[config.mk]
export PLATFORM = sky130hd
export DESIGN_NAME = copro_fifo_bridge_flat
export DESIGN_NICKNAME = d
export VERILOG_FILES = /design/src/rtl/copro_fifo_bridge_if.sv /design/src/rtl/copro_fifo_bridge.sv /design/src/flat_wrapper.sv
export SDC_FILE = /design/constraint.sdc
export NUM_CORES = 1
export LEC_CHECK = 0
export ABC_AREA = 0
export CORE_MARGIN = 10
export CORE_UTILIZATION = 40
export CTS_CLUSTER_DIAMETER = 200
export DETAILED_ROUTE_END_ITERATION = 8
export HOLD_SLACK_MARGIN = 0.1
export PLACE_DENSITY = 0.66
export SYNTH_ARGS = -nofsm -noshare
export SYNTH_HDL_FRONTEND = slang
export SYNTH_SLANG_ARGS = --single-unit
[constraint.sdc]
create_clock -name clk_clk -period 4.1 [get_ports clk_clk]
set_input_delay 1.025 -clock clk_clk [delete_from_list [all_inputs] [get_ports clk_clk]]
set_output_delay 1.025 -clock clk_clk [all_outputs]
set_load 0.01 [all_outputs]
[src/rtl/copro_fifo_bridge_if.sv]
// Bus bundle between the mailbox bridge, the two Avalon FIFO ports and the accelerator core.
// master = bridge side, slave = FIFO/core side.
interface copro_fifo_bridge_if #(
    parameter int DATA_W = 32
);
    logic              fifo_rd_read;
    logic [DATA_W-1:0] fifo_rd_readdata;
    logic              fifo_rd_waitrequest;
    logic              fifo_wr_write;
    logic [DATA_W-1:0] fifo_wr_writedata;
    logic              fifo_wr_waitrequest;
    logic              cmd_valid;
    logic              cmd_ready;
    logic [7:0]        cmd_opcode;
    logic [7:0]        cmd_tag;
    logic [15:0]       cmd_len;
    logic              pl_valid;
    logic              pl_ready;
    logic [DATA_W-1:0] pl_data;
    logic              pl_last;
    logic              res_valid;
    logic              res_ready;
    logic [DATA_W-1:0] res_data;
    logic              res_last;

    modport master (
        output fifo_rd_read, input fifo_rd_readdata, fifo_rd_waitrequest,
        output fifo_wr_write, fifo_wr_writedata, input fifo_wr_waitrequest,
        output cmd_valid, cmd_opcode, cmd_tag, cmd_len, input cmd_ready,
        output pl_valid, pl_data, pl_last, input pl_ready,
        input res_valid, res_data, res_last, output res_ready
    );

    modport slave (
        input fifo_rd_read, output fifo_rd_readdata, fifo_rd_waitrequest,
        input fifo_wr_write, fifo_wr_writedata, output fifo_wr_waitrequest,
        input cmd_valid, cmd_opcode, cmd_tag, cmd_len, output cmd_ready,
        input pl_valid, pl_data, pl_last, output pl_ready,
        output res_valid, res_data, res_last, input res_ready
    );
endinterface

[src/rtl/copro_fifo_bridge.sv]
// Fabric endpoint of the HPS mailbox FIFO pair: header/payload fetch, result return, trailer and status.
// Optional command watchdog enabled by defining COPRO_BRIDGE_WDT_EN.
module copro_fifo_bridge #(
    parameter int DATA_W     = 32,
    parameter int BUF_DEPTH  = 2,
    parameter int WDT_CYCLES = 1000000
) (
    input  logic                  clk_clk,
    input  logic                  reset_reset_n,
    copro_fifo_bridge_if.master   io,
    output logic [31:0]           status
);
    if (DATA_W != 32) begin : g_bad_data_w
        $error("copro_fifo_bridge: DATA_W must be 32");
    end
    if (BUF_DEPTH != 2) begin : g_bad_buf_depth
        $error("copro_fifo_bridge: BUF_DEPTH must be 2");
    end
    if (WDT_CYCLES < 2) begin : g_bad_wdt
        $error("copro_fifo_bridge: WDT_CYCLES must be at least 2");
    end

    typedef enum logic [2:0] {
        S_IDLE = 3'd0, S_HDR = 3'd1, S_CMD = 3'd2, S_PL = 3'd3, S_RES = 3'd4, S_TRL = 3'd5
    } state_t;

    localparam logic [1:0] BUF_FULL = 2'(BUF_DEPTH);

    state_t            state_q, state_d;
    logic [7:0]        opcode_q, opcode_d, tag_q, tag_d, last_tag_q, last_tag_d;
    logic [15:0]       len_q, len_d, fetch_cnt_q, fetch_cnt_d, pop_cnt_q, pop_cnt_d;
    logic [15:0]       res_cnt_q, res_cnt_d, done_cnt_q, done_cnt_d;
    logic [DATA_W-1:0] buf0_q, buf0_d, buf1_q, buf1_d;
    logic              rd_ptr_q, rd_ptr_d, wr_ptr_q, wr_ptr_d;
    logic [1:0]        occ_q, occ_d;
    logic              res_done_q, res_done_d;
    logic              res_active, res_hs, rd_fire, push, pop, pl_valid_w, pl_last_w;
    logic [7:0]        trl_op;
    logic              wdt_flag;

`ifdef COPRO_BRIDGE_WDT_EN
    logic [31:0]       wdt_cnt_q, wdt_cnt_d;
    logic              wdt_hit_q, wdt_hit_d, wdt_flag_q, wdt_flag_d;
    assign trl_op   = wdt_hit_q ? 8'hEE : 8'hA5;
    assign wdt_flag = wdt_flag_q;
`else
    assign trl_op   = 8'hA5;
    assign wdt_flag = 1'b0;
`endif

    assign pl_valid_w = (state_q == S_PL) && (occ_q != 2'd0);
    assign pl_last_w  = pl_valid_w && (pop_cnt_q == len_q - 16'd1);
    assign pop        = pl_valid_w && io.pl_ready;
    // Results stream straight through to the write FIFO until the last one is taken.
    assign res_active = ((state_q == S_PL) || (state_q == S_RES)) && !res_done_q;
    assign res_hs     = res_active && io.res_valid && !io.fifo_wr_waitrequest;

    assign io.cmd_valid  = (state_q == S_CMD);
    assign io.cmd_opcode = opcode_q;
    assign io.cmd_tag    = tag_q;
    assign io.cmd_len    = len_q;
    assign io.pl_valid   = pl_valid_w;
    assign io.pl_data    = rd_ptr_q ? buf1_q : buf0_q;
    assign io.pl_last    = pl_last_w;
    assign status = {done_cnt_q, last_tag_q, 3'b000, wdt_flag,
                     (state_q != S_IDLE) && (state_q != S_HDR), state_q};

    always_comb begin
        io.fifo_rd_read = (state_q == S_HDR) ||
                          ((state_q == S_PL) && (fetch_cnt_q != 16'd0) && (occ_q < BUF_FULL));
        io.fifo_wr_write     = 1'b0;
        io.fifo_wr_writedata = '0;
        io.res_ready         = 1'b0;
        if (res_active) begin
            io.fifo_wr_write     = io.res_valid;
            io.fifo_wr_writedata = io.res_data;
            io.res_ready         = !io.fifo_wr_waitrequest;
        end else if (state_q == S_TRL) begin
            io.fifo_wr_write     = 1'b1;
            io.fifo_wr_writedata = {trl_op, tag_q, res_cnt_q};
        end
    end

    assign rd_fire = io.fifo_rd_read && !io.fifo_rd_waitrequest;
    assign push    = rd_fire && (state_q == S_PL);

    always_comb begin
        state_d     = state_q;
        opcode_d    = opcode_q;
        tag_d       = tag_q;
        len_d       = len_q;
        last_tag_d  = last_tag_q;
        done_cnt_d  = done_cnt_q;
        buf0_d      = buf0_q;
        buf1_d      = buf1_q;
        rd_ptr_d    = rd_ptr_q ^ pop;
        wr_ptr_d    = wr_ptr_q ^ push;
        occ_d       = occ_q + {1'b0, push} - {1'b0, pop};
        fetch_cnt_d = fetch_cnt_q - {15'd0, push};
        pop_cnt_d   = pop_cnt_q + {15'd0, pop};
        res_cnt_d   = res_cnt_q + {15'd0, res_hs};
        res_done_d  = res_done_q | (res_hs && io.res_last);
`ifdef COPRO_BRIDGE_WDT_EN
        wdt_hit_d   = wdt_hit_q;
        wdt_flag_d  = wdt_flag_q;
        // Counts only while waiting in S_RES; any accepted result restarts the window.
        wdt_cnt_d   = (state_q == S_RES && !res_hs) ? wdt_cnt_q + 32'd1 : 32'd0;
`endif
        if (push) begin
            if (wr_ptr_q) buf1_d = io.fifo_rd_readdata;
            else          buf0_d = io.fifo_rd_readdata;
        end

        case (state_q)
            S_IDLE: state_d = S_HDR;
            S_HDR: if (rd_fire) begin
                opcode_d   = io.fifo_rd_readdata[31:24];
                tag_d      = io.fifo_rd_readdata[23:16];
                len_d      = io.fifo_rd_readdata[15:0];
                res_cnt_d  = 16'd0;
                res_done_d = 1'b0;
`ifdef COPRO_BRIDGE_WDT_EN
                wdt_hit_d  = 1'b0;
`endif
                state_d    = S_CMD;
            end
            S_CMD: if (io.cmd_ready) begin
                fetch_cnt_d = len_q;
                pop_cnt_d   = 16'd0;
                rd_ptr_d    = 1'b0;
                wr_ptr_d    = 1'b0;
                occ_d       = 2'd0;
                state_d     = (len_q == 16'd0) ? S_RES : S_PL;
            end
            S_PL: if (pop && pl_last_w) state_d = S_RES;
            S_RES: begin
                if (res_done_q) state_d = S_TRL;
`ifdef COPRO_BRIDGE_WDT_EN
                else if (!res_hs && wdt_cnt_q == 32'(WDT_CYCLES - 1)) begin
                    wdt_hit_d  = 1'b1;
                    wdt_flag_d = 1'b1;
                    state_d    = S_TRL;
                end
`endif
            end
            S_TRL: if (!io.fifo_wr_waitrequest) begin
                last_tag_d = tag_q;
                done_cnt_d = done_cnt_q + 16'd1;
                state_d    = S_HDR;
            end
            default: state_d = S_IDLE;
        endcase
    end

    always_ff @(posedge clk_clk or negedge reset_reset_n) begin
        if (!reset_reset_n) begin
            state_q     <= S_IDLE;
            opcode_q    <= '0;
            tag_q       <= '0;
            len_q       <= '0;
            last_tag_q  <= '0;
            done_cnt_q  <= '0;
            buf0_q      <= '0;
            buf1_q      <= '0;
            rd_ptr_q    <= 1'b0;
            wr_ptr_q    <= 1'b0;
            occ_q       <= '0;
            fetch_cnt_q <= '0;
            pop_cnt_q   <= '0;
            res_cnt_q   <= '0;
            res_done_q  <= 1'b0;
`ifdef COPRO_BRIDGE_WDT_EN
            wdt_cnt_q   <= '0;
            wdt_hit_q   <= 1'b0;
            wdt_flag_q  <= 1'b0;
`endif
        end else begin
            state_q     <= state_d;
            opcode_q    <= opcode_d;
            tag_q       <= tag_d;
            len_q       <= len_d;
            last_tag_q  <= last_tag_d;
            done_cnt_q  <= done_cnt_d;
            buf0_q      <= buf0_d;
            buf1_q      <= buf1_d;
            rd_ptr_q    <= rd_ptr_d;
            wr_ptr_q    <= wr_ptr_d;
            occ_q       <= occ_d;
            fetch_cnt_q <= fetch_cnt_d;
            pop_cnt_q   <= pop_cnt_d;
            res_cnt_q   <= res_cnt_d;
            res_done_q  <= res_done_d;
`ifdef COPRO_BRIDGE_WDT_EN
            wdt_cnt_q   <= wdt_cnt_d;
            wdt_hit_q   <= wdt_hit_d;
            wdt_flag_q  <= wdt_flag_d;
`endif
        end
    end
endmodule

[src/flat_wrapper.sv]
// flat-port wrapper written by rule: the top's interface ports become plain ports
module copro_fifo_bridge_flat 
#(
    parameter int DATA_W     = 32,
    parameter int BUF_DEPTH  = 2,
    parameter int WDT_CYCLES = 1000000
)
  (clk_clk, reset_reset_n, status, io_fifo_rd_read, io_fifo_rd_readdata, io_fifo_rd_waitrequest, io_fifo_wr_write, io_fifo_wr_writedata, io_fifo_wr_waitrequest, io_cmd_valid, io_cmd_opcode, io_cmd_tag, io_cmd_len, io_cmd_ready, io_pl_valid, io_pl_data, io_pl_last, io_pl_ready, io_res_valid, io_res_data, io_res_last, io_res_ready);
  copro_fifo_bridge_if #(.DATA_W(DATA_W)) io_i ();
  input  logic clk_clk;
  input  logic reset_reset_n;
  output logic [31:0] status;
  output wire logic [$bits(io_i.fifo_rd_read)-1:0] io_fifo_rd_read;
  input wire logic [$bits(io_i.fifo_rd_readdata)-1:0] io_fifo_rd_readdata;
  input wire logic [$bits(io_i.fifo_rd_waitrequest)-1:0] io_fifo_rd_waitrequest;
  output wire logic [$bits(io_i.fifo_wr_write)-1:0] io_fifo_wr_write;
  output wire logic [$bits(io_i.fifo_wr_writedata)-1:0] io_fifo_wr_writedata;
  input wire logic [$bits(io_i.fifo_wr_waitrequest)-1:0] io_fifo_wr_waitrequest;
  output wire logic [$bits(io_i.cmd_valid)-1:0] io_cmd_valid;
  output wire logic [$bits(io_i.cmd_opcode)-1:0] io_cmd_opcode;
  output wire logic [$bits(io_i.cmd_tag)-1:0] io_cmd_tag;
  output wire logic [$bits(io_i.cmd_len)-1:0] io_cmd_len;
  input wire logic [$bits(io_i.cmd_ready)-1:0] io_cmd_ready;
  output wire logic [$bits(io_i.pl_valid)-1:0] io_pl_valid;
  output wire logic [$bits(io_i.pl_data)-1:0] io_pl_data;
  output wire logic [$bits(io_i.pl_last)-1:0] io_pl_last;
  input wire logic [$bits(io_i.pl_ready)-1:0] io_pl_ready;
  input wire logic [$bits(io_i.res_valid)-1:0] io_res_valid;
  input wire logic [$bits(io_i.res_data)-1:0] io_res_data;
  input wire logic [$bits(io_i.res_last)-1:0] io_res_last;
  output wire logic [$bits(io_i.res_ready)-1:0] io_res_ready;
  assign io_fifo_rd_read = io_i.fifo_rd_read;
  assign io_i.fifo_rd_readdata = io_fifo_rd_readdata;
  assign io_i.fifo_rd_waitrequest = io_fifo_rd_waitrequest;
  assign io_fifo_wr_write = io_i.fifo_wr_write;
  assign io_fifo_wr_writedata = io_i.fifo_wr_writedata;
  assign io_i.fifo_wr_waitrequest = io_fifo_wr_waitrequest;
  assign io_cmd_valid = io_i.cmd_valid;
  assign io_cmd_opcode = io_i.cmd_opcode;
  assign io_cmd_tag = io_i.cmd_tag;
  assign io_cmd_len = io_i.cmd_len;
  assign io_i.cmd_ready = io_cmd_ready;
  assign io_pl_valid = io_i.pl_valid;
  assign io_pl_data = io_i.pl_data;
  assign io_pl_last = io_i.pl_last;
  assign io_i.pl_ready = io_pl_ready;
  assign io_i.res_valid = io_res_valid;
  assign io_i.res_data = io_res_data;
  assign io_i.res_last = io_res_last;
  assign io_res_ready = io_i.res_ready;
  copro_fifo_bridge #(.DATA_W(DATA_W), .BUF_DEPTH(BUF_DEPTH), .WDT_CYCLES(WDT_CYCLES)) u_core (.clk_clk(clk_clk), .reset_reset_n(reset_reset_n), .io(io_i), .status(status));
endmodule
# Word-level counts from Yosys, hierarchy flattened
# Index checks and enable logic that the tools add are counted.
# totals
register_bits	176
latchBits	0
ramBits	0
rom_bits	0
inputBits	72
output_inout_bits	134
elab_cells	95
memories	0
# classes
add_sub_neg	7
multipliers	0
div	0
magnitude_cmp	1
n_eq_ne	12
shifts	0
n_mux	27
bitwise_logic	5
n_reduce_logical	28
# op_table
op	n
16-bit 2-to-1 mux	6
32-bit 2-to-1 mux	3
16-bit by 1-bit adder with 16-bit output	2
3-bit 2-to-1 mux	6
3-bit case mux with 6 select lines	1
16-bit by 1-bit adder with 16-bit output, second input constant	1
16-bit equality test	1
16-bit logical NOT	1
16-bit nonzero test	1
16-bit by 1-bit subtractor with 16-bit output	1
16-bit by 1-bit subtractor with 16-bit output, second input constant	1
1-bit logical AND	13
1-bit 2-to-1 mux	9
2-bit AND reduction	4
3-bit by 2-bit equality test with 1-bit output, second input constant	2
3-bit equality test, second input constant	2
2-bit by 1-bit != test with 1-bit output, second input constant	3
5-bit AND reduction	1
2-bit 2-to-1 mux	2
2-bit != test, second input constant	2
3-bit by 1-bit equality test with 1-bit output, second input constant	1
1-bit logical NOT	3
3-bit logical NOT	1
3-bit by 1-bit != test with 1-bit output, second input constant	1
other kinds (9)	12

# Depth between registers and ports, before layout
# Gate-level depths: netlist of run 1.
# logic_depth
word_depth	10
depth_mapped	14
ltp_nobuf	13

# Least setup slack after synthesis of run 1
# Ideal clock, no wire load.
# synth_path
kind	register to output
from	register u_core.len_q[3], in the netlist u_core.io.cmd_len[3]
to	output port io_pl_last
arrival_ns	2.470
t_required_ns	3.075
setup_slack_ns	0.605
path_stages_with_launch	7
n_path_buf	1
cell_sequence	dfrtp_1 buf_6 nor4_1 mux2_2 o311a_1 a311o_1 nor4_1
# synth_via
elab_chain_cells	3
# synth_rtl
element	line_no	text
start: declaration	copro_fifo_bridge.sv:31	logic [15:0] len_q, len_d, fetch_cnt_q, fetch_cnt_d, pop_cnt_q, pop_cnt_d;
start signal: assignment	copro_fifo_bridge.sv:181	len_q <= len_d;
16-bit by 1-bit subtractor with 16-bit output	copro_fifo_bridge.sv:52	assign pl_last_w = pl_valid_w && (pop_cnt_q == len_q - 16'd1);
16-bit equality test	copro_fifo_bridge.sv:52	
1-bit logical AND	copro_fifo_bridge.sv:52	
end: declaration	flat_wrapper.sv:26	output wire logic [$bits(io_i.pl_last)-1:0] io_pl_last;
# No other way between the ends.

# Worst setup path after layout of run 1
# layout_path
from	register u_core.len_q[0], in the netlist u_core.io.cmd_len[0]
to	output port io_pl_last
# Same word-level chain as after synthesis.

==> flow_metrics.py, run 1 <==
metrics = {
    "synthesis": {
        "synth_cell_types": 58,
        "syn_area_um2": 8770,
        "syn_area_per_cell_um2": 11.5,
        "synth-seq-cells": 176,
        "synthSimpleGateAreaFrac_pct": 12.6,
        "syn-instance-count": 760,
        "synth_compound_area_share_pct": 6.73,
        "synthArstFlopShare_pct": 100,
        "synth_xor_area_share_pct": 7.85,
        "ys_warn_count": 0,
        "synth_fa_ha_area_share_pct": 2.00,
        "synthFlopType": "dfrtp_1",
        "synth_edf_count": 0,
        "muxShareOfSynthArea_pct": 17.6,
        "synth_top_family_by_area": "multiplexers",
        "yosysSeqAreaShare_pct": 50.2,
    },
    "grt": {
        "grt_pass1_wl_um": 38000,
        "first_global_vias": 6774,
        "overflow": 0,
        "grt_start_max_net_pins": 86,
        "antenna_found_initial": 0,
        "grt_util_all_layers_pct": 16.5,
    },
    "floorplanning": {
        "core_um2": 21700,
        "std_cell_rows": 54,
        "die_area_um2": 28200,
        "design.portCount": 206,
        "die_h_um": 168,
        "fp.dieW_um": 168,
        "start_util_pct": 40.4,
    },
    "worst_setup_path": {
        "rr_endpoint": "u_core.res_cnt_q[14]",
        "start_kind": "flip-flop",
        "reg2reg_slack_ns": 1.05,
        "r2r_start": "u_core.state_q[0]",
        "cp_data_arrival_time_ns": 2.93,
        "path_class": "reg2out",
        "crit_path_end_kind": "output pin",
        "rr_worst_depth": 13,
        "cp.required_ns": 3.07,
        "path_max_fanout": 3,
    },
    "clock_tree": {
        "clk_latency_ns": 0.43,
        "htreeDepth": 4,
        "hold_buffers": 0,
        "cts_root_buffer": "clkbuf_16",
        "clock_path_buffers": 2,
        "clk_pin_slew_ns": 0.08,
        "cts_tree": "yes",
        "cts_num_sinks": 176,
        "numCtsBuffers": 17,
    },
    "min_path": {
        "hold_path.class": "reg2reg",
        "min_to": "u_core.done_cnt_q[15]",
        "min_path_cells": 1,
        "hp-start": "u_core.done_cnt_q[15]",
    },
    "sta": {
        "min_period_ns": 3.96,
        "max_freq_ghz": 0.253,
        "finalHoldViolCount": 0,
        "setup_viol_count_final": 0,
        "layout_setup_ws_ns": 0.143,
        "rsz0062_at_grt": "no",
        "slew_viol_final": 0,
        "fin_skew_ns": 0.0206,
        "finalSetupTns_ns": 0,
        "slew-limit-headroom_pct": 46.5,
        "period_share_pct": 96.5,
        "worst_slew_pin_slew_ns": 0.802,
    },
    "routing": {
        "viasPerCell": 5.11,
        "drtAntennaViolNets": 0,
        "wire_per_inst_um": 18.6,
        "drc": 0,
        "first_iter_violations": 267,
        "dr_total_vias": 6435,
        "wl_um": 23500,
        "firstDrtPassIters": 4,
    },
    "layout": {
        "antenna-diode-count": 0,
        "nFillCells": 1831,
        "drive_above_1_share_pct": 22.4,
        "seq_area_um2": 4400,
        "final_common_cell": "clkdlybuf4s50_1",
        "synthToLayoutAreaGrowth_pct": 35.7,
        "final_cell_mix": "clkdlybuf4s50_1 (199), dfrtp_1 (176), mux2_2 (136)",
        "nets": 1053,
        "multi_input_area_um2": 4160,
    },
    "outcome": {
        "status": "finished, final reports clean",
    },
    "power_and_ir_drop": {
        "powerDensity_nw_per_um2": 709,
        "power_leakage_nw": 5.00,
        "vdd_drop_max_v": 0.000422,
    },
    "placed_design": {
        "post-place-ws_ns": 0.0983,
        "gp_congestion": 0.878,
        "numPortBuffers": 201,
        "dpl.hpwl_um": 17200,
    },
    "flow_run": {
        "drv_cap": 0,
    },
}
-- final cells by class --
type | instances | area share [%]
clock buffers | 18 | 3.61
inverters | 13 | 0.410
flip-flops and latches | 176 | 37.0
multi-input cells | 525 | 34.9
well taps | 280 | 2.94
clock inverters | 14 | 1.60
repair buffers | 234 | 19.5
-- worst max-delay path by stage --
stage	startpoint	slack [ns]	cells after the start	to
floorplan	u_core.io.cmd_len[3]	0.60	6	io_pl_last
global placement	u_core.io.cmd_len[0]	0.14	9	io_pl_last
detailed placement	u_core.io.cmd_len[0]	0.1	9	io_pl_last
CTS	u_core.io.cmd_len[0]	0.003	9	io_pl_last
global route	u_core.io.cmd_len[0]	0.005	9	io_pl_last
finish	u_core.io.cmd_len[0]	0.14	9	io_pl_last
-- sequential cells by signal, summed over array words and instances (netlist names), 16 cells and up --
signal              cells
u_core.done_cnt_q      16
u_core.res_cnt_q       16
u_core.buf0_q          32
u_core.fetch_cnt_q     16
u_core.buf1_q          32
u_core.io.cmd_len      16
u_core.pop_cnt_q       16
-- timing repair --
item / in CTS / in global routing
setup endpoints to repair: 1 / 2
gates resized for setup: 2 / 4
setup buffers: 0 / 0
-- cell usage after synthesis (2+ instances only) --
master	number	share of area [%]
buf_1	8	0.34
and3_1	5	0.36
nor2_1	61	2.6
nand2_1	39	1.7
and4_1	7	0.70
o311ai_0	2	0.20
a31oi_1	3	0.21
nor2b_1	8	0.57
or3b_2	2	0.20
nor3_1	15	0.86
clkbuf_1	32	1.4
nand4_1	15	1.1
xnor2_1	43	4.3
a22o_1	24	2.4
nand2b_1	6	0.43
dfrtp_1	176	50
or4_4	2	0.26
nor4_1	8	0.57
nand3_1	17	0.97
a21o_1	5	0.43
buf_2	3	0.17
o211ai_1	5	0.43
buf_4	4	0.34
ha_1	14	2.0
o2111ai_1	2	0.20
o21ai_0	21	1.2
mux2_2	136	17
xor2_1	33	3.3
or3_1	3	0.21
inv_1	13	0.56
nor3b_1	4	0.34
a21oi_1	11	0.63
or4_1	4	0.34
and2_1	5	0.36
-- metal layers --
metal | share of wire (%) | track usage, % | vias up | wire length (µm)
met5 | 0 | 0 | - | 0
met4 | 1.1 | 4.20 | 0 | 251
met3 | 5.8 | 4.45 | 14 | 1370
met2 | 48 | 27.0 | 136 | 11400
met1 | 45 | 21.0 | 3185 | 10500
li1 | - | - | 3100 | -
-- where the power goes --
part	switching [mW]	total (mW)	internal (mW)	leakage (nW)
Sequential	0.432	2.78	2.35	2.22
Clock	0.796	1.68	0.888	0.297
Combinational	1.71	3.97	2.26	2.48
Total	2.94	8.44	5.50	5.00
-- cell families after synthesis --
| logic type | after synthesis |
|---|---|
| simple gates | 210 |
| flops | 176 |
| mux | 137 |
| compound gates | 83 |
| xor+xnor | 77 |
| buf+inv | 62 |
| fa+ha+maj | 14 |
| other cells | 1 |
-- metrics by stage --
step / hold slack (ns) / instances / utilization, % / power (mW) / cell area (µm²)
after floorplan: 0.475 / 763 / - / 4.87 / 8780
after global placement: 0.463 / 1228 / 51.9 / 6.75 / 11300
after detailed placement: 0.471 / 1228 / 51.9 / 6.79 / 11300
after CTS: 0.482 / 1260 / 54.8 / 8.53 / 11900
after global routing: 0.505 / 1260 / 54.9 / 8.99 / 11900
final: 0.477 / 1260 / 54.9 / 8.44 / 11900
-- critical path, cell delays in order (launching register included) --
cell           delay [ns]
dfrtp_1              0.38
inv_1                0.08
ha_1                 0.20
or3b_4               0.42
xnor2_1              0.14
o21ai_1              0.18
nand2_1              0.08
or4_1                0.54
nor4_2               0.19
dlygate4sd2_1        0.31
No activity file was read; power rests on OpenSTA's default activity.
==> inputs of run 2 (changes only) <==
- ABC_AREA: 0 -> 1
- PLACE_DENSITY: 0.66 -> 0.76
==> flow_metrics.py, run 2 <==
metrics = {
    "min_path": {
        "hp-start": "u_core.done_cnt_q[15]",
        "min_path_cells": 1,
        "min_to": "u_core.done_cnt_q[15]",
        "hold_path.class": "reg2reg",
    },
    "sta": {
        "holdWs_ns": 0.479,
        "fin_skew_ns": 0.0177,
        "finalHoldViolCount": 0,
        "layout_setup_ws_ns": 0.279,
        "finalSetupTns_ns": 0,
        "min_period_ns": 3.82,
        "max_freq_ghz": 0.262,
        "rsz0062_at_grt": "no",
        "worst_slew_pin_slew_ns": 1.07,
        "slew-limit-headroom_pct": 28.5,
        "setup_viol_count_final": 0,
        "slew_viol_final": 0,
        "period_share_pct": 93.2,
    },
    "layout": {
        "drive_above_1_share_pct": 9.11,
        "synthToLayoutAreaGrowth_pct": 33.2,
        "largestRegisters": "u_core.buf0_q x32, u_core.buf1_q x32",
        "antenna-diode-count": 0,
        "final_cell_mix": "nand2_1 (225), clkdlybuf4s50_1 (200), dfrtp_1 (175)",
        "nets": 1357,
        "final_util_pct": 54.2,
        "nFillCells": 1987,
        "final_common_cell": "nand2_1",
    },
    "clock_tree": {
        "clk_latency_ns": 0.44,
        "post-cts-setup-buffer-count": 0,
        "cts_resized": 0,
        "cts_num_sinks": 176,
        "clk_pin_slew_ns": 0.06,
        "numCtsBuffers": 17,
        "clock_path_buffers": 2,
        "cts_tree": "yes",
        "cts_root_buffer": "clkbuf_16",
        "htreeDepth": 4,
        "hold_buffers": 0,
    },
    "synthesis": {
        "synth_xor_area_share_pct": 3.72,
        "ys_top_cells_by_area": "dfrtp_1 (49%), nand2_1 (9.5%), o21ai_0 (8.3%), inv_1 (5.9%), nor2_1 (3.3%)",
        "synth_compound_area_share_pct": 12.3,
        "muxShareOfSynthArea_pct": 3.03,
        "synthTopCellsByCount": "nand2_1 (225), dfrtp_1 (176), o21ai_0 (147)",
        "ys_warn_count": 0,
        "synthSimpleGateAreaFrac_pct": 21.2,
        "yosysSeqAreaShare_pct": 49.4,
        "syn-instance-count": 1078,
        "syn_area_per_cell_um2": 8.27,
        "synthArstFlopShare_pct": 100,
        "synth_most_common_cell": "nand2_1",
        "synthFlopType": "dfrtp_1",
        "synth-seq-cells": 176,
        "synth_top_cell_area_share_pct": 49.4,
        "synth_cell_types": 40,
        "synth_top_cell_by_area": "dfrtp_1",
        "synth_top_family_by_area": "simple AND/OR/NAND/NOR gates",
        "synth_edf_count": 0,
        "synth_fa_ha_area_share_pct": 1.97,
        "syn_area_um2": 8910,
    },
    "power_and_ir_drop": {
        "fin_total_pwr_mw": 8.32,
        "vdd_drop_max_v": 0.000342,
        "power_leakage_nw": 5.37,
        "powerDensity_nw_per_um2": 701,
    },
    "worst_setup_path": {
        "path_max_fanout": 5,
        "crit_path_end_kind": "output pin",
        "r2r_start": "u_core.state_q[0]",
        "start_kind": "flip-flop",
        "rr_worst_depth": 19,
        "cp_data_arrival_time_ns": 2.80,
        "cp.required_ns": 3.07,
        "rr_endpoint": "u_core.res_cnt_q[14]",
        "path_class": "reg2out",
        "reg2reg_slack_ns": 0.62,
    },
    "grt": {
        "grt_pass1_wl_um": 41000,
        "antenna_found_initial": 0,
        "grt_util_all_layers_pct": 17.6,
        "first_global_vias": 7826,
        "overflow": 0,
        "grt_start_max_net_pins": 87,
    },
    "floorplanning": {
        "design.portCount": 206,
        "die_area_um2": 28600,
        "core_um2": 21900,
        "fp.dieW_um": 169,
        "start_util_pct": 40.7,
        "die_h_um": 169,
        "std_cell_rows": 54,
    },
    "placed_design": {
        "numPortBuffers": 201,
        "gp_congestion": 0.903,
        "dpl.hpwl_um": 18800,
        "post-place-ws_ns": 0.524,
    },
    "flow_run": {
        "drv_cap": 0,
    },
    "routing": {
        "viasPerCell": 5.02,
        "drtAntennaViolNets": 0,
        "first_iter_violations": 613,
        "firstDrtPassIters": 5,
        "wl_um": 25700,
        "drc": 0,
        "dr_total_vias": 7858,
        "wire_per_inst_um": 16.4,
    },
    "outcome": {
        "status": "finished, final reports clean",
    },
}
==> run 2: cell count changes in the layout (fill, tap and decap cells not counted), moves of 9 or more <==
cell     before  now
nand2_1      39  225
inv_1        13  140
o21ai_0      20  147
mux2_2      136   24
nand3_1      17   55
xnor2_1      43   11
a21oi_1      10   37
a22o_1       24    0
buf_4        28   12
nor2_1       61   77
nor2_2        0   12
o21ai_1       2   14
nand4_1      15    6
==> run 2: kinds of logic after synthesis <==
group	Yosys count
AOI/OAI and AO/OA	211
xor gates and xnor gates	37
adders and majority gates	14
buffers and inverters	191
DFF	176
muxes	24
other	1
and+or+nand+nor	424
==> run 2: per-stage QoR <==
step                      std cells  instance area [µm²]
after floorplan                1081                 8920
after global placement         1532                11200
after detailed placement       1532                11200
after CTS                      1564                11900
after global routing           1564                11900
final                          1564                11900
==> run 2: report_power, final <==
group / switching [mW] / internal [mW] / total [mW]
registers: 0.560 / 2.39 / 2.95
logic: 1.90 / 1.69 / 3.59
clock network: 0.760 / 1.02 / 1.78
==> run 2: area by class of cell <==
cell class	instances	area (µm²)	area share, %
clock buffer	19	453	3.82
clock inverter	13	185	1.56
inverter	148	556	4.68
multi-input combinational	714	3790	32.0
sequential	176	4410	37.1
tap	280	350	2.95
timing repair buffer	214	2120	17.9
==> run 2: routing by layer <==
metal	up-vias	global-route usage, %	share of wire [%]
met5	-	0	0
met1	3805	22.4	44
met4	0	4.95	1.3
met3	25	5.35	7.1
li1	3835	-	-
met2	193	28.3	47
==> run 2: how the worst max path moves through the flow <==
stage / startpoint / to / slack [ns] / cells past startpoint
after floorplan: io_fifo_rd_waitrequest / u_core.fetch_cnt_q[13] / 1.33 / 11
after global placement: io_fifo_rd_waitrequest / u_core.fetch_cnt_q[13] / 0.57 / 12
after detailed placement: io_fifo_wr_waitrequest / u_core.res_cnt_q[14] / 0.52 / 14
after CTS: u_core.io.cmd_len[0] / io_pl_last / 0.25 / 11
after global routing: u_core.io.cmd_len[0] / io_pl_last / 0.05 / 11
final: u_core.io.cmd_len[0] / io_pl_last / 0.28 / 11
==> run 2: critical path: stages (launching register included) <==
cell and delay (ns):
dfrtp_1 0.44, inv_1 0.18, ha_1 0.22, nand2_1 0.16, nor2_2 0.19, nand2_1 0.10
nand3_1 0.09, nand2_1 0.06, nor2_1 0.14, nand3_2 0.10, nor2_4 0.12, clkdlybuf4s50_1 0.56
==> inputs of run 3 (changes only) <==
- HOLD_SLACK_MARGIN: 0.1 -> 0.02
- RECOVER_POWER: not set -> 25
==> flow_metrics.py, run 3 (synthesis gave the netlist of run 2 again) <==
metrics = {
    "layout": {
        "synthToLayoutAreaGrowth_pct": 33.0,
        "final_common_cell": "nand2_1",
        "drive_above_1_share_pct": 8.88,
        "fin_cells": 1564,
        "largestRegisters": "u_core.buf0_q x32, u_core.buf1_q x32",
        "nets": 1357,
        "seq_area_um2": 4410,
        "nFillCells": 1991,
        "final_cell_mix": "nand2_1 (225), clkdlybuf4s50_1 (200), dfrtp_1 (175)",
        "multi_input_area_um2": 3790,
        "antenna-diode-count": 0,
        "stdcell_area_um2": 11800,
    },
    "sta": {
        "max_freq_ghz": 0.262,
        "setup_viol_count_final": 0,
        "slew_viol_final": 87,
        "worst_slew_pin_slew_ns": 2.21,
        "slew-limit-headroom_pct": -47.5,
        "period_share_pct": 93.2,
        "rsz0062_at_grt": "no",
        "fin_skew_ns": 0.0177,
        "finalHoldViolCount": 0,
        "finalSetupTns_ns": 0,
        "min_period_ns": 3.82,
    },
    "clock_tree": {
        "cts_num_sinks": 176,
        "numCtsBuffers": 17,
        "cts_root_buffer": "clkbuf_16",
        "cts_tree": "yes",
        "htreeDepth": 4,
        "clock_path_buffers": 2,
        "hold_buffers": 0,
        "clk_pin_slew_ns": 0.06,
        "post-cts-setup-buffer-count": 0,
        "clk_latency_ns": 0.44,
        "cts_resized": 0,
    },
    "placed_design": {
        "dpl.hpwl_um": 18800,
        "place_inst": 1532,
        "numPortBuffers": 201,
        "placedInstanceArea_um2": 11200,
        "gp_congestion": 0.903,
    },
    "power_and_ir_drop": {
        "power_leakage_nw": 5.36,
        "powerDensity_nw_per_um2": 702,
        "fin_total_pwr_mw": 8.32,
        "vdd_drop_max_v": 0.000342,
    },
    "routing": {
        "wl_um": 25700,
        "firstDrtPassIters": 4,
        "drtAntennaViolNets": 0,
        "dr_total_vias": 7832,
        "drc": 0,
        "wire_per_inst_um": 16.4,
        "first_iter_violations": 614,
        "viasPerCell": 5.01,
    },
    "grt": {
        "grt_start_max_net_pins": 87,
        "grt_util_all_layers_pct": 17.6,
        "antenna_found_initial": 0,
        "first_global_vias": 7826,
        "grt_pass1_wl_um": 41000,
        "overflow": 0,
    },
    "worst_setup_path": {
        "cp_common_cell": "nand2_1",
        "crit_path_end_kind": "output pin",
        "crit_family": "simple AND/OR/NAND/NOR gates",
        "path_class": "reg2out",
        "start_kind": "flip-flop",
        "cp.required_ns": 3.07,
        "cpPeakStageDelay_ns": 0.56,
        "crit_buf_inv": 2,
        "cp_slowest_cell": "clkdlybuf4s50_1",
        "path_max_fanout": 5,
        "cp_cell_sequence": "inv_1, ha_1, nand2_1, nor2_2, nand2_1, nand3_1, nand2_1, nor2_1, nand3_2, nor2_4, clkdlybuf4s50_1",
        "cp_data_arrival_time_ns": 2.80,
    },
    "floorplanning": {
        "design.portCount": 206,
        "start_util_pct": 40.7,
        "die_h_um": 169,
        "fp.dieW_um": 169,
        "die_area_um2": 28600,
        "core_um2": 21900,
        "std_cell_rows": 54,
    },
    "outcome": {
        "violations": "capacitance limit, slew limit",
        "status": "finished, violations left",
    },
    "min_path": {
        "hold_path.class": "reg2reg",
    },
    "flow_run": {
        "drv_cap": 1,
    },
}
==> run 3: path summary, 6_finish.rpt <==
path                                       start               endpoint  slack (ns)  cells past startpoint
max                         u_core.io.cmd_len[0]             io_pl_last        0.28                     11
min                        u_core.done_cnt_q[15]  u_core.done_cnt_q[15]        0.48                      1
max reg2reg                    u_core.state_q[0]   u_core.res_cnt_q[14]        0.62                     19
min reg2reg                u_core.done_cnt_q[15]  u_core.done_cnt_q[15]        0.48                      1
max in group asynchronous          reset_reset_n    u_core.pop_cnt_q[7]        0.91                      2
min in group asynchronous          reset_reset_n      u_core.buf0_q[10]        1.25                      1
==> run 3: power by group <==
group          switching, mW  leakage [nW]  internal (mW)
logic                   1.90          2.83           1.69
registers              0.560          2.21           2.39
clock network          0.759         0.316           1.02
total                   3.22          5.36           5.10
==> run 3: final cells by class <==
cell class                 count  area share [%]
clock inverter                13            1.56
tap                          280            2.96
timing repair buffer         214            17.8
inverter                     148            4.69
multi-input combinational    714            32.0
clock buffer                  19            3.82
sequential                   176            37.2
==> run 3: per-stage QoR <==
step | setup slack [ns] | hold WS (ns) | utilization [%]
4_1_cts | 0.251 | 0.477 | 54.2
3_3_place_gp | 0.568 | 0.456 | 51.3
2_1_floorplan | 1.33 | 0.476 | -
6_report | 0.279 | 0.479 | 54.1
3_5_place_dp | 0.524 | 0.467 | 51.3
5_1_grt | 0.0453 | 0.501 | 54.1
==> run 3: per-layer routing <==
layer,GRT usage (%),wire length (µm),vias to the layer above
li1,-,-,3834
met1,22.4,11400,3777
met2,28.3,12100,198
met3,5.35,1840,23
met4,4.95,330,0
met5,0,0,-
